--- src/rtl/serial_adder_pkg.sv ---
// serial_adder_pkg
//   Shared definitions for the bit-serial adder slice.
//   - stateT      : controller states (IDLE, SHIFT, DONE)
//   - WIDTH_MIN/MAX : legal operand width range
//   - cntWidth()  : width of the bit counter for a given operand width
package serial_adder_pkg;

   localparam int WIDTH_MIN = 2;
   localparam int WIDTH_MAX = 32;

   typedef enum logic [1:0] {
      IDLE  = 2'd0,
      SHIFT = 2'd1,
      DONE  = 2'd2
   } stateT;

   // Counter only has to reach WIDTH-1, so clog2(WIDTH) bits suffice.
   // Floor of 1 keeps the vector legal for degenerate widths.
   function automatic int cntWidth(input int w);
      return (w <= 2) ? 1 : $clog2(w);
   endfunction

endpackage

--- src/rtl/serial_adder_if.sv ---
// serial_adder_if
//   Start/done handshake bundle between a requester and serial_adder.
//   master : drives start, a, b, cin; observes busy, done, sum, cout
//   slave  : the adder side (inverse directions)
interface serial_adder_if #(
   parameter int WIDTH = 8
);

   logic             start;
   logic [WIDTH-1:0] a;
   logic [WIDTH-1:0] b;
   logic             cin;
   logic             busy;
   logic             done;
   logic [WIDTH-1:0] sum;
   logic             cout;

   modport master (
      output start, a, b, cin,
      input  busy, done, sum, cout
   );

   modport slave (
      input  start, a, b, cin,
      output busy, done, sum, cout
   );

endinterface

--- src/rtl/serial_adder_fa_bit_cell.sv ---
// fa_bit_cell
//   Purely combinational one-bit full adder.
//   a, b : operand bits
//   ci   : carry in
//   s    : sum bit
//   co   : carry out
module fa_bit_cell (
   input  logic a,
   input  logic b,
   input  logic ci,
   output logic s,
   output logic co
);

   assign s  = a ^ b ^ ci;
   assign co = (a & b) | (a & ci) | (b & ci);

endmodule

--- src/rtl/serial_adder.sv ---
// serial_adder
//   Bit-serial, LSB-first adder. One operand bit pair per clock goes through
//   a single fa_bit_cell; the cell's carry-out is registered and fed back as
//   the next carry-in. A result takes WIDTH+1 cycles from accepted start to
//   the done pulse.
//
//   clk   : clock, all state on rising edge
//   rst_n : asynchronous active-low reset
//   bus   : serial_adder_if slave (start/a/b/cin in, busy/done/sum/cout out)
//
//   state | meaning
//   IDLE  | waiting for start
//   SHIFT | one bit per cycle through the cell, busy=1
//   DONE  | done=1 for one cycle; start here chains straight into SHIFT
module serial_adder
   import serial_adder_pkg::*;
#(
   parameter int WIDTH = 8
) (
   input  logic          clk,
   input  logic          rst_n,
   serial_adder_if.slave bus
);

   localparam int CNT_W = cntWidth(WIDTH);
   localparam logic [CNT_W-1:0] LAST_BIT = CNT_W'(WIDTH - 1);

   if (WIDTH < WIDTH_MIN || WIDTH > WIDTH_MAX) begin : gBadWidth
      $error("serial_adder: WIDTH out of range");
   end

   stateT            state;
   logic [WIDTH-1:0] shiftA;
   logic [WIDTH-1:0] shiftB;
   logic             carry;
   // Only WIDTH-1 earlier sum bits need holding; the last bit comes
   // straight from the cell on the final edge.
   logic [WIDTH-2:0] partial;
   logic [CNT_W-1:0] bitCount;
   logic             busyReg;
   logic             doneReg;
   logic [WIDTH-1:0] sumReg;
   logic             coutReg;

   logic             cellSum;
   logic             cellCarry;
   logic [WIDTH-1:0] nextResult;

   fa_bit_cell uCell (
      .a  (shiftA[0]),
      .b  (shiftB[0]),
      .ci (carry),
      .s  (cellSum),
      .co (cellCarry)
   );

   assign nextResult = {cellSum, partial};

   always_ff @(posedge clk or negedge rst_n) begin
      if (!rst_n) begin
         state    <= IDLE;
         shiftA   <= '0;
         shiftB   <= '0;
         carry    <= 1'b0;
         partial  <= '0;
         bitCount <= '0;
         busyReg  <= 1'b0;
         doneReg  <= 1'b0;
         sumReg   <= '0;
         coutReg  <= 1'b0;
      end else begin
         case (state)
            IDLE: begin
               doneReg <= 1'b0;
               if (bus.start) begin
                  shiftA   <= bus.a;
                  shiftB   <= bus.b;
                  carry    <= bus.cin;
                  bitCount <= '0;
                  busyReg  <= 1'b1;
                  state    <= SHIFT;
               end
            end

            SHIFT: begin
               carry   <= cellCarry;
               partial <= nextResult[WIDTH-1:1];
               shiftA  <= shiftA >> 1;
               shiftB  <= shiftB >> 1;
               if (bitCount == LAST_BIT) begin
                  // Counter holds here rather than wrapping.
                  sumReg  <= nextResult;
                  coutReg <= cellCarry;
                  busyReg <= 1'b0;
                  doneReg <= 1'b1;
                  state   <= DONE;
               end else begin
                  bitCount <= bitCount + 1'b1;
               end
            end

            DONE: begin
               doneReg <= 1'b0;
               if (bus.start) begin
                  shiftA   <= bus.a;
                  shiftB   <= bus.b;
                  carry    <= bus.cin;
                  bitCount <= '0;
                  busyReg  <= 1'b1;
                  state    <= SHIFT;
               end else begin
                  state <= IDLE;
               end
            end

            default: begin
               busyReg <= 1'b0;
               doneReg <= 1'b0;
               state   <= IDLE;
            end
         endcase
      end
   end

   assign bus.busy = busyReg;
   assign bus.done = doneReg;
   assign bus.sum  = sumReg;
   assign bus.cout = coutReg;

endmodule

--- src/flat_wrapper.sv ---
// flat-port wrapper written by rule: the top's interface ports become plain ports
module serial_adder_flat import serial_adder_pkg::*;
#(
   parameter int WIDTH = 8
)
  (clk, rst_n, bus_start, bus_a, bus_b, bus_cin, bus_busy, bus_done, bus_sum, bus_cout);
  serial_adder_if #(.WIDTH(WIDTH)) bus_i ();
  input  logic clk;
  input  logic rst_n;
  input wire logic [$bits(bus_i.start)-1:0] bus_start;
  input wire logic [$bits(bus_i.a)-1:0] bus_a;
  input wire logic [$bits(bus_i.b)-1:0] bus_b;
  input wire logic [$bits(bus_i.cin)-1:0] bus_cin;
  output wire logic [$bits(bus_i.busy)-1:0] bus_busy;
  output wire logic [$bits(bus_i.done)-1:0] bus_done;
  output wire logic [$bits(bus_i.sum)-1:0] bus_sum;
  output wire logic [$bits(bus_i.cout)-1:0] bus_cout;
  assign bus_i.start = bus_start;
  assign bus_i.a = bus_a;
  assign bus_i.b = bus_b;
  assign bus_i.cin = bus_cin;
  assign bus_busy = bus_i.busy;
  assign bus_done = bus_i.done;
  assign bus_sum = bus_i.sum;
  assign bus_cout = bus_i.cout;
  serial_adder #(.WIDTH(WIDTH)) u_core (.clk(clk), .rst_n(rst_n), .bus(bus_i));
endmodule
--- config.mk ---
export PLATFORM = sky130hd
export DESIGN_NAME = serial_adder_flat
export DESIGN_NICKNAME = d
export VERILOG_FILES = /design/src/rtl/serial_adder_pkg.sv /design/src/rtl/serial_adder_if.sv /design/src/rtl/serial_adder_fa_bit_cell.sv /design/src/rtl/serial_adder.sv /design/src/flat_wrapper.sv
export SDC_FILE = /design/constraint.sdc
export NUM_CORES = 1
export LEC_CHECK = 0
export ABC_AREA = 1
export CAP_MARGIN = 10
export CORE_MARGIN = 8
export CORE_UTILIZATION = 45
export CTS_CLUSTER_DIAMETER = 40
export CTS_CLUSTER_SIZE = 30
export DETAILED_ROUTE_END_ITERATION = 8
export PLACE_DENSITY = 0.7
export SKIP_LAST_GASP = 1
export SYNTH_ARGS = -nofsm -noshare
export SYNTH_HDL_FRONTEND = slang
export SYNTH_SLANG_ARGS = --single-unit
--- constraint.sdc ---
create_clock -name clk -period 2.2 [get_ports clk]
set_input_delay 0.22 -clock clk [delete_from_list [all_inputs] [get_ports clk]]
set_output_delay 0.22 -clock clk [all_outputs]
set_load 0.02 [all_outputs]
==> impl_metrics.toml <==
[worst_setup_path]
path_max_fanout = 24
r2r_slack_ns = 0.64
critPathKind = "flop to flop"
startpoint_type = "flop"
worst_ep_arrival_time_ns = 1.76
cp-end-kind = "flop"
path_cells = "buf_4 -> inv_2 -> nand2_4 -> nand2_4 -> nand2_1 -> nand2_1"
worstPathRequired_ns = 2.39
cp_top_family = "simple AND/OR/NAND/NOR gates"
crit_slowest_cell = "dfrtp_1"
crit_path_max_incr_delay_ns = 0.43
cp.buffers_inverters = 2

[route]
first_iter_violations = 72
dr.pass1.iters = 4
drc = 0
drtAntennaViolNets = 0
route.vias.total = 1404
drt_wl_total_mm = 3.58
routedWlPerCell_um = 12.0
via_per_inst = 4.73

[min_path]
hp-class = "input pin to async pin"

[cts]
cts_tree = "done"
htree_num_levels = 2
cts_setup_buffers = 0
clk_latency_ns = 0.30
clockRootBuffer = "clkbuf_8"
clk_path_buf_depth = 2
cts.repair.resized = 0
holdBufCountCts = 0
cts.sinks = 40
cts_buffers = 5
path_clk_slew_ns = 0.08

[cells_and_area]
stdcell_count = 297
post-route-util_pct = 56.8
area_growth_pct = 22.3
drive_gt1_share_pct = 8.50
antennaDiodeCount = 0
nFillCells = 388
design_area_sq_mm = 0.00225
nNetsFinal = 270

[place]
dp_hpwl_mm = 2.44
dpl.cell_count = 290
placed_area_sq_mm = 0.00213
port_buffers = 30
routabilityCongestion = 0.809

[grt]
overflow = 0
grt_max_degree = 41
first_global_vias = 1361
grt_pass1_wl_mm = 6.13
track_usage_pct = 12.2
antenna_found_initial = 0

[floorplan]
dieArea_sq_mm = 0.00640
num_rows = 23
io_pins = 31
core-area_sq_mm = 0.00397
die_h_um = 80.0
dieWidth_um = 80.0
start_util_pct = 46.4

[synthesis]
yosys_register_bits = 40
syn_avg_cell_area_sq_um = 8.42
synth_mux_area_share_pct = 0
synth_area_sq_mm = 0.00184
synthTopCellsByArea = "dfrtp_1 (54%), nand2_1 (22%), nand3_1 (5.7%)"
seq_area_frac_synth_pct = 54.3
synthDistinctLibCells = 19
synth_most_common_cell = "nand2_1"
synth_ff_type = "dfrtp_1"
synth-edff-count = 0
synthDominantCellAreaShare_pct = 54.3
synthCells = 219
synth_xor_area_share_pct = 0
synth-adder-area-share_pct = 2.44
post-synth-top-area-cell = "dfrtp_1"
yosys-top-cells-count = "nand2_1 (110), dfrtp_1 (40), nand3_1 (21)"
ys_warn_count = 0
syn-num-nets = 242
synth-async-reset-ratio_pct = 100
yosys.area_share.simple_pct = 32.5
synth_compound_area_share_pct = 3.80
synth_top_family_by_area = "simple AND/OR/NAND/NOR gates"

[sta]
fin_skew_ns = 0.00646
setup_tns_ns = 0
tightest_slew_ns = 0.871
setup_violations = 0
min_period_ns = 1.56
timing.final.crit_share_pct = 71.0
final-hold-violation-count = 0
rsz0062_at_grt = "no"
slew_headroom_pct = 41.9
timing.final.max_slew_violations = 0
fmax_mhz = 640
holdWs_ns = 0.0354

[pwr]
ir_worst_vdd_mv = 0.589
cellLeakagePower_nw = 1.19
p_per_area_mw_per_mm2 = 1480

[status]
status = "complete, no violations"

[job]
cap_viol_max_count = 0
-- worst reg2reg max path: cells and delay by family, from the launching register on --
family | cells | cell delay [ns]
simple gates | 4 | 0.61
buf+inv | 2 | 0.43
flops | 1 | 0.43
-- through the flow --
step                      total power [mW]  worst slack, ns
final                                 3.34            0.637
after global routing                  3.66            0.477
after CTS                             3.39            0.624
after detailed placement              2.69            0.630
after global placement                2.63            0.692
after floorplan                       2.31            0.942
-- where the power goes --
group          internal [mW]  leakage [nW]  switching (mW)
logic                  0.543         0.628           0.839
clock network          0.446        0.0642           0.248
registers               1.07         0.502           0.190
total                   2.06          1.19            1.28
-- flip-flops by register name, indices dropped and copies added (netlist names) --
name             cells
u_core.bitCount      3
u_core.state         2
u_core.carry         1
u_core.bus.busy      1
u_core.bus.done      1
u_core.shiftB        8
u_core.bus.sum       8
u_core.bus.cout      1
u_core.partial       7
u_core.shiftA        8
-- cell usage in the layout, fill, tap and decap left out --
| master | n |
|---|---|
| nand2_1 | 110 |
| dfrtp_1 | 40 |
| clkdlybuf4s50_1 | 29 |
| nand3_1 | 21 |
| inv_1 | 9 |
| nor2_1 | 6 |
| clkbuf_8 | 5 |
| o21ai_2 | 4 |
| inv_2 | 3 |
| a21oi_1 | 3 |
| o21ai_0 | 3 |
| nand2_2 | 2 |
| nand2_4 | 2 |
| ha_1 | 2 |
| bufinv_16 | 2 |
| nand4_1 | 1 |
| nand3_4 | 1 |
| o21ai_1 | 1 |
| fa_1 | 1 |
| buf_2 | 1 |
| buf_4 | 1 |
-- cell families after synthesis --
| group | Yosys count |
|---|---|
| AOI/OAI and AO/OA | 11 |
| adders and majority gates | 3 |
| buffers and inverters | 22 |
| DFF | 40 |
| and+or+nand+nor | 143 |
-- per-layer routing --
metal / vias up / routed length, um / part of all wire (%) / GRT usage (%)
li1: 731 / - / - / -
met1: 639 / 1650 / 46 / 14.1
met2: 26 / 1660 / 46 / 19.5
met3: 8 / 185 / 5.2 / 4.17
met4: 0 / 76 / 2.1 / 6.00
met5: - / 0 / 0 / 0
-- worst paths after layout --
path	start	endpoint	cells after the start
worst max-delay path	u_core.state[0]	u_core.shiftA[0]	6
worst min-delay path	rst_n	u_core.bus.sum[2]	1
worst max register to register	u_core.state[0]	u_core.shiftA[0]	6
worst min register to register	u_core.partial[0]	u_core.bus.sum[0]	2
max in group asynchronous	rst_n	u_core.state[0]	1
min in group clk	bus_a[7]	u_core.shiftA[7]	3
-- layout make-up --
type | count | area (sq um) | area share, %
sequential | 40 | 1000 | 44.4
clock inverter | 2 | 60.1 | 2.66
clock buffer | 5 | 68.8 | 3.05
multi-input combinational | 157 | 714 | 31.7
tap | 50 | 62.6 | 2.77
inverter | 12 | 45.0 | 2.00
timing repair buffer | 31 | 303 | 13.4
Power figures use the tool's default switching activity.
